File: config.mk
export PLATFORM = sky130hd
export DESIGN_NAME = snake_pixel_render
export DESIGN_NICKNAME = d
export VERILOG_FILES = /design/src/rtl/snake_pkg.sv /design/src/rtl/snake_board_ram.sv /design/src/rtl/snake_pixel_render.sv
export SDC_FILE = /design/constraint.sdc
export NUM_CORES = 2
export LEC_CHECK = 0
export ABC_CLOCK_PERIOD_IN_PS = 23900
export CAP_MARGIN = 20
export CORE_MARGIN = 4
export CORE_UTILIZATION = 45
export DETAILED_ROUTE_END_ITERATION = 10
export PLACE_DENSITY_LB_ADDON = 0.3
export SETUP_SLACK_MARGIN = 0.5
export SYNTH_ARGS = -nofsm -noshare
export SYNTH_HDL_FRONTEND = slang
export SYNTH_SLANG_ARGS = --single-unit
File: constraint.sdc
create_clock -name clk -period 23.9 [get_ports clk]
set_input_delay 5.975 -clock clk [delete_from_list [all_inputs] [get_ports clk]]
set_output_delay 5.975 -clock clk [all_outputs]
set_load 0.005 [all_outputs]
File: src/rtl/snake_pkg.sv
// Shared constants, cell/colour codes and FSM states for the snake pixel renderer.
// Optional feature macro used by the top: GRID_LINES_EN.
package snake_pkg;

  localparam int GRID_W  = 40;
  localparam int GRID_H  = 30;
  localparam int CELLS   = GRID_W * GRID_H;
  localparam int CELL_SH = 4;
  localparam int H_VIS   = 640;
  localparam int V_VIS   = 480;
  localparam int ADDR_W  = 11;

  typedef enum logic [1:0] {
    CELL_EMPTY = 2'd0,
    CELL_BODY  = 2'd1,
    CELL_HEAD  = 2'd2,
    CELL_FOOD  = 2'd3
  } cell_t;

  localparam logic [2:0] RGB_BLACK = 3'b000;
  localparam logic [2:0] RGB_BODY  = 3'b010;
  localparam logic [2:0] RGB_HEAD  = 3'b110;
  localparam logic [2:0] RGB_FOOD  = 3'b100;
  localparam logic [2:0] RGB_GRID  = 3'b001;

  typedef enum logic {
    ST_CLEAR = 1'b0,
    ST_RUN   = 1'b1
  } state_t;

  // y*40 + x without a multiplier: (y<<5) + (y<<3) + x
  function automatic logic [ADDR_W-1:0] cell_addr(input logic [5:0] x, input logic [4:0] y);
    logic [ADDR_W-1:0] yy;
    yy = {6'd0, y};
    return (yy << 5) + (yy << 3) + {5'd0, x};
  endfunction

endpackage

File: src/rtl/snake_board_ram.sv
// 1200x2 simple dual-port board memory: one write port, one read-first registered read port.
module snake_board_ram
  import snake_pkg::*;
(
  input  logic              clk,
  input  logic              we,
  input  logic [ADDR_W-1:0] waddr,
  input  logic [1:0]        wdata,
  input  logic              re,
  input  logic [ADDR_W-1:0] raddr,
  output logic [1:0]        rdata
);

  logic [1:0] mem [0:CELLS-1];

  // Read samples the array before this cycle's write lands, so a collision returns old data.
  always_ff @(posedge clk) begin
    if (we) mem[waddr] <= wdata;
    if (re) rdata <= mem[raddr];
  end

endmodule

File: src/rtl/snake_pixel_render.sv
// Pixel stage after the VGA counters: board lookup, colour map, sync delay, board clear sequencer.
// Optional feature macro: GRID_LINES_EN (blue grid lines over empty visible cells).
module snake_pixel_render
  import snake_pkg::*;
(
  input  logic       clk,
  input  logic       rst_n,
  input  logic       pix_en,
  input  logic [9:0] h_count,
  input  logic [9:0] v_count,
  input  logic       hs_in,
  input  logic       vs_in,
  input  logic       clr_req,
  input  logic       wr_en,
  input  logic [5:0] wr_x,
  input  logic [4:0] wr_y,
  input  logic [1:0] wr_data,
  output logic       clr_busy,
  output logic       HS,
  output logic       VS,
  output logic       R,
  output logic       G,
  output logic       B
);

  state_t            state;
  logic [ADDR_W-1:0] clr_cnt;

  logic              ram_we;
  logic [ADDR_W-1:0] ram_waddr;
  logic [1:0]        ram_wdata;

  logic              vis_now;
  logic [ADDR_W-1:0] rd_addr_now;
  logic [ADDR_W-1:0] rd_addr1;
  logic              vis1, vis2, hs1, hs2, vs1, vs2;
  logic [1:0]        cell2;
  logic [2:0]        pix_rgb;
`ifdef GRID_LINES_EN
  logic              grid1, grid2;
`endif

  always_ff @(posedge clk) begin
    if (!rst_n) begin
      state    <= ST_CLEAR;
      clr_cnt  <= '0;
      clr_busy <= 1'b1;
    end else begin
      case (state)
        ST_CLEAR: begin
          if (clr_req) begin
            clr_cnt <= '0;
          end else if (clr_cnt == ADDR_W'(CELLS - 1)) begin
            state    <= ST_RUN;
            clr_busy <= 1'b0;
            clr_cnt  <= '0;
          end else begin
            clr_cnt <= clr_cnt + 1'b1;
          end
        end
        default: begin
          if (clr_req) begin
            state    <= ST_CLEAR;
            clr_cnt  <= '0;
            clr_busy <= 1'b1;
          end
        end
      endcase
    end
  end

  // The clear sequencer owns the write port; game writes are dropped until it finishes.
  always_comb begin
    ram_we    = 1'b0;
    ram_waddr = clr_cnt;
    ram_wdata = CELL_EMPTY;
    if (state == ST_CLEAR) begin
      ram_we = 1'b1;
    end else if (wr_en && (wr_x < 6'(GRID_W)) && (wr_y < 5'(GRID_H))) begin
      ram_we    = 1'b1;
      ram_waddr = cell_addr(wr_x, wr_y);
      ram_wdata = wr_data;
    end
  end

  assign vis_now     = (h_count < 10'(H_VIS)) && (v_count < 10'(V_VIS));
  assign rd_addr_now = vis_now ? cell_addr(6'(h_count >> CELL_SH), 5'(v_count >> CELL_SH)) : '0;

  snake_board_ram u_ram (
    .clk   (clk),
    .we    (ram_we),
    .waddr (ram_waddr),
    .wdata (ram_wdata),
    .re    (pix_en),
    .raddr (rd_addr1),
    .rdata (cell2)
  );

  always_comb begin
    pix_rgb = RGB_BLACK;
    if (vis2 && !clr_busy) begin
      case (cell_t'(cell2))
        CELL_BODY: pix_rgb = RGB_BODY;
        CELL_HEAD: pix_rgb = RGB_HEAD;
        CELL_FOOD: pix_rgb = RGB_FOOD;
        default: begin
`ifdef GRID_LINES_EN
          if (grid2) pix_rgb = RGB_GRID;
`endif
        end
      endcase
    end
  end

  always_ff @(posedge clk) begin
    if (!rst_n) begin
      vis1     <= 1'b0;
      vis2     <= 1'b0;
      hs1      <= 1'b1;
      hs2      <= 1'b1;
      vs1      <= 1'b1;
      vs2      <= 1'b1;
      rd_addr1 <= '0;
      HS       <= 1'b1;
      VS       <= 1'b1;
      R        <= 1'b0;
      G        <= 1'b0;
      B        <= 1'b0;
`ifdef GRID_LINES_EN
      grid1    <= 1'b0;
      grid2    <= 1'b0;
`endif
    end else if (pix_en) begin
      vis1      <= vis_now;
      hs1       <= hs_in;
      vs1       <= vs_in;
      rd_addr1  <= rd_addr_now;
      vis2      <= vis1;
      hs2       <= hs1;
      vs2       <= vs1;
      HS        <= hs2;
      VS        <= vs2;
      {R, G, B} <= pix_rgb;
`ifdef GRID_LINES_EN
      grid1     <= (h_count[3:0] == 4'd0) || (v_count[3:0] == 4'd0);
      grid2     <= grid1;
`endif
    end
  end

endmodule
==> After elaboration in Yosys (flattened, before gate mapping) <==
Memory sizes are Yosys's and may differ from the RTL's. A register that Yosys moved wholly into a read port is not among the register bits.
Index checks and enable logic that the tools add are counted.
Widths: inputs -> output; s select.
{ "word_totals": {"mem_bits_rw": 2400, "latchBits": 0, "out_inout_bits": 6, "romBits": 0, "regBits": 35, "memories": 1, "elab_cells": 61} }
{ "op_classes": {"div_mod_pow": 0, "n_lt_le_gt_ge": 4, "reduce_logical": 7, "eq_ne": 6, "mul": 0, "bitwise": 0, "n_mux": 23, "shifts": 0, "addsub": 5} }
{ "mem_list": {"columns": ["name", "words", "word_bits", "rd", "rd_ports_with_merged_regs", "wr", "line", "rtl"], "rows": [
  ["u_ram.mem", 1200, 2, 1, 1, 1, "snake_board_ram.sv:14", "logic [1:0] mem [0:CELLS-1];"]
]} }
{ "ops": {"columns": ["op", "n"], "rows": [
  ["$mux 11", 7],
  ["$add 10x8->11", 2],
  ["$add 11x6->11", 2],
  ["$mux 1", 12],
  ["$add 11x1->11 const B", 1],
  ["$eq 11x11->1 const B", 1],
  ["$lt 10x10->1 const B", 1],
  ["$lt 10x9->1 const B", 1],
  ["$pmux 3 s3", 1],
  ["$lt 6x6->1 const B", 1],
  ["$lt 5x5->1 const B", 1],
  ["$eq 2x2->1 const B", 2],
  ["$logic_and 1x1->1", 4],
  ["$mux 2", 2],
  ["$mux 3", 1],
  ["$reduce_and 3->1", 1],
  ["$eq 2x1->1 const B", 1],
  ["$ne 2x1->1 const B", 1],
  ["$ne 2x2->1 const B", 1],
  ["$reduce_bool 2->1", 1],
  ["$logic_not 1->1", 1]
]} }

==> Longest topological paths before layout <==
{ "logic_depth": {"word_depth": 7, "ltp_mapped": 15} }

==> By module <==
A second synthesis with hierarchy kept.
{ "hier_totals": {"cells_unflattened": 5617, "hier_area_um2": 100042.2} }
{ "modules_own_cells": {"columns": ["mod", "instances", "area_each_um2", "cells_each"], "rows": [
  ["snake_board_ram", 1, 97750.0, 5354],
  ["snake_pixel_render", 1, 2292.2, 263]
]} }

==> Worst setup path before layout <==
Ideal clock, no wire load.
{ "synth_timing": {"kind": "input-to-reg", "from": "input wr_x[4]", "to": "memory u_ram.mem[0][0], data pin", "setup_ns": 3.323, "t_required_ns": 20.577, "cell_stages": 5, "setup_slack_ns": -1.368, "arrival_time_ns": 21.945, "path_cell_list": "o21ai_0 and4_1 buf_2 clkbuf_1 and2_1"} }
{ "synth_via": {"elab_chain_len": 5} }
{ "synth_rtl": {"columns": ["item", "line", "rtl"], "rows": [
  ["start: declaration", "snake_pixel_render.sv:15", "input logic [5:0] wr_x,"],
  ["$lt 6x6->1", "snake_pixel_render.sv:79", "end else if (wr_en && (wr_x < 6'(GRID_W)) && (wr_y < 5'(GRID_H))) begin"],
  ["$logic_and 1x1->1 (2 in series)", "snake_pixel_render.sv:79", null],
  ["$mux 2", "snake_pixel_render.sv:79", null],
  ["$mux 2", "snake_pixel_render.sv:77", "if (state == ST_CLEAR) begin"],
  ["via ram_wdata[0]", "snake_pixel_render.sv:31", "logic [1:0] ram_wdata;"],
  ["end: declaration", "snake_board_ram.sv:14", null]
]} }
The timed path passes the listed nets, and every way through them passes these cells.

==> Final worst setup path <==
{ "layout_timing": {"from": "input wr_x[4]", "to": "memory u_ram.mem[737][0], data pin"} }
Same word-level chain as after synthesis.

==> results.json <==
{
  "die_w_um": 479,
  "tightest_slew_ps": 1240,
  "design_area_um2": 111000,
  "ant_nets": 0,
  "grt_overflow": 0,
  "rsz0062_at_grt": "no",
  "hold_buffers": 0,
  "cts_tree": "built",
  "synth_edf_count": 2402,
  "drt_first_iter_violations": 7374,
  "antenna_found_initial": 14,
  "arrival_ps": 11720,
  "crit_top_cell": "buf_4",
  "clockBufferDepth": 3,
  "synthToLayoutAreaGrowth_pct": 11.0,
  "clock-sinks": 2436,
  "dp_hpwl_um": 145000,
  "avgSynthCellArea_um2": 17.2,
  "slowest_stage": "buf_4",
  "die_h_um": 479,
  "cts_setup_buffers": 0,
  "io_buffers": 36,
  "r2r_slack_ps": 17600,
  "yosysTopAreaCellShare": 0.723,
  "finalCritPeriodShare": 0.465,
  "grt_max_degree": 253,
  "syn-num-nets": 5857,
  "grt_pass1_vias": 55700,
  "cts_root_buf": "clkbuf_16",
  "seq_area_um2": 72800,
  "vias": 55000,
  "tns_ps": 0,
  "place_area_um2": 103000,
  "p_per_area_nw_per_um2": 75.3,
  "clkLatencyLatePin_ps": 860,
  "skew_ps": 19.0,
  "required_ps": 24510,
  "synth_top_cell_by_area": "edfxtp_1",
  "yosys_warnings": 0,
  "crit_path_start_kind": "input port",
  "synth_common_cells": "edfxtp_1, nor2_1, mux4_2",
  "grt_use_total": 0.234,
  "utilization": 0.503,
  "crit_type": "input port to flop",
  "fill_cells": 17800,
  "ir_drop_v": 0.0000866,
  "setup_viol": 0,
  "cp_max_fo": 105,
  "slew_headroom": 0.172,
  "vias_per_cell": 6.17,
  "final-hold-violation-count": 0,
  "layout-drive-gt1-share": 0.185,
  "status": "complete, no violations",
  "slowest_delay_ps": 870,
  "layout.nets": 5824,
  "dieArea_um2": 229000,
  "routed_wirelength_um": 270000,
  "numCtsBuffers": 233,
  "start_util": 0.453,
  "first_pass_iters": 6,
  "drc": 0,
  "synth_cells": 5791,
  "htreeDepth": 4,
  "cts_resized": 0,
  "worstPathCellList": "clkdlybuf4s50_1 -> o21ai_0 -> and4_1 -> and2_4 -> buf_4 -> buf_4 -> buf_4 -> buf_4 -> buf_16",
  "gp_congestion": 0.795,
  "netlist_area_um2": 99800,
  "clkTransAtPathRegs_ps": 60,
  "async_flop_share": 0,
  "grt_pass1_wl_um": 391000,
  "ioPinCount": 46,
  "slew_viol_final": 0,
  "rows": 172,
  "max_cap_violations": 0,
  "endpoint_kind": "flop",
  "ys.flop_type": "edfxtp_1",
  "hp-class": "flop to flop",
  "synth.most_common_cell": "edfxtp_1",
  "ys_top_cells_by_area": "edfxtp_1, mux4_2, nor2_1",
  "multi_input_area_um2": 25000,
  "coreArea_um2": 220000,
  "fmax_mhz": 90.0,
  "p_leak_nw": 27.6,
  "power_mw": 8.34,
  "synth-seq-cells": 2436,
  "fin_crit_ps": 11110,
  "synth_cell_types": 77,
  "post_drt_wl_per_cell_um": 30.3,
  "ys_seq_area_frac": 0.729
}
## registers in the layout, indices dropped and copies added (netlist names), 2 cells and up
register	flops
u_ram.mem	2400
clr_cnt	11
u_ram.rdata	2
rd_addr1	11
## path summary, 6_finish.rpt
check | to | depth (start not counted) | start
max | u_ram.mem[737][0]$_DFFE_PP_ | 9 | wr_x[4]
min | hs1$_SDFFE_PN1P_ | 2 | hs1$_SDFFE_PN1P_
max reg2reg | u_ram.rdata[1]$_DFFE_PP_ | 10 | rd_addr1[0]$_SDFFE_PN0P_
min reg2reg | hs1$_SDFFE_PN1P_ | 2 | hs1$_SDFFE_PN1P_
## final cells by class
type | instances | share of cell area
timing repair buffer | 199 | 0.0175
multi-input combinational | 2867 | 0.226
tap | 2958 | 0.0334
inverter | 21 | 0.000746
sequential | 2436 | 0.658
antenna | 16 | 0.000361
clock buffer | 299 | 0.0558
clock inverter | 119 | 0.00896
## layer usage
layer	GRT usage	wire (um)
met3	0.0473	26200
met1	0.330	107000
met2	0.373	129000
met4	0.0691	7470
met5	0	13
## power breakdown
part	total (mW)	switching (mW)	internal [mW]
clock network	3.51	1.57	1.95
registers	4.63	0.00441	4.62
logic	0.203	0.136	0.0674
## cell families after synthesis
kind of cell | Yosys count | share of synthesized area
buf+inv | 488 | 0.0232
xor+xnor | 9 | 0.000790
flops | 2436 | 0.729
other cells | 1 | 0.0000376
compound gates | 453 | 0.0314
simple gates | 1620 | 0.0652
mux | 758 | 0.146
fa+ha+maj | 26 | 0.00356
## cell usage in the layout (no fill, tap or decap), drive strengths merged, types with 53 or more instances in the layout
cell,Yosys,final
clkbuf,291,300
mux2i,179,179
edfxtp,2402,2402
nor2,1254,1254
nand2,168,168
a21oi,104,104
a22oi,101,101
buf,176,162
nand3,57,57
o21ai,53,53
clkinv,0,96
mux4,555,555
## metrics by stage
| stage | hold WS, ps | instances | setup slack (ps) |
|---|---|---|---|
| CTS | 480 | 8890 | 12630 |
| global placement | 457 | 8465 | 11830 |
| floorplan | 441 | 5791 | 7250 |
| detailed placement | 461 | 8472 | 11690 |
| finish | 474 | 8915 | 12790 |
| global route | 501 | 8900 | 12500 |
## worst max-delay path: cells and delay by family
family | cells | cell delay [ps]
simple gates | 2 | 1570
buf+inv | 6 | 3580
compound gates | 1 | 210
Note: power is estimated with default switching activity, not from simulation.
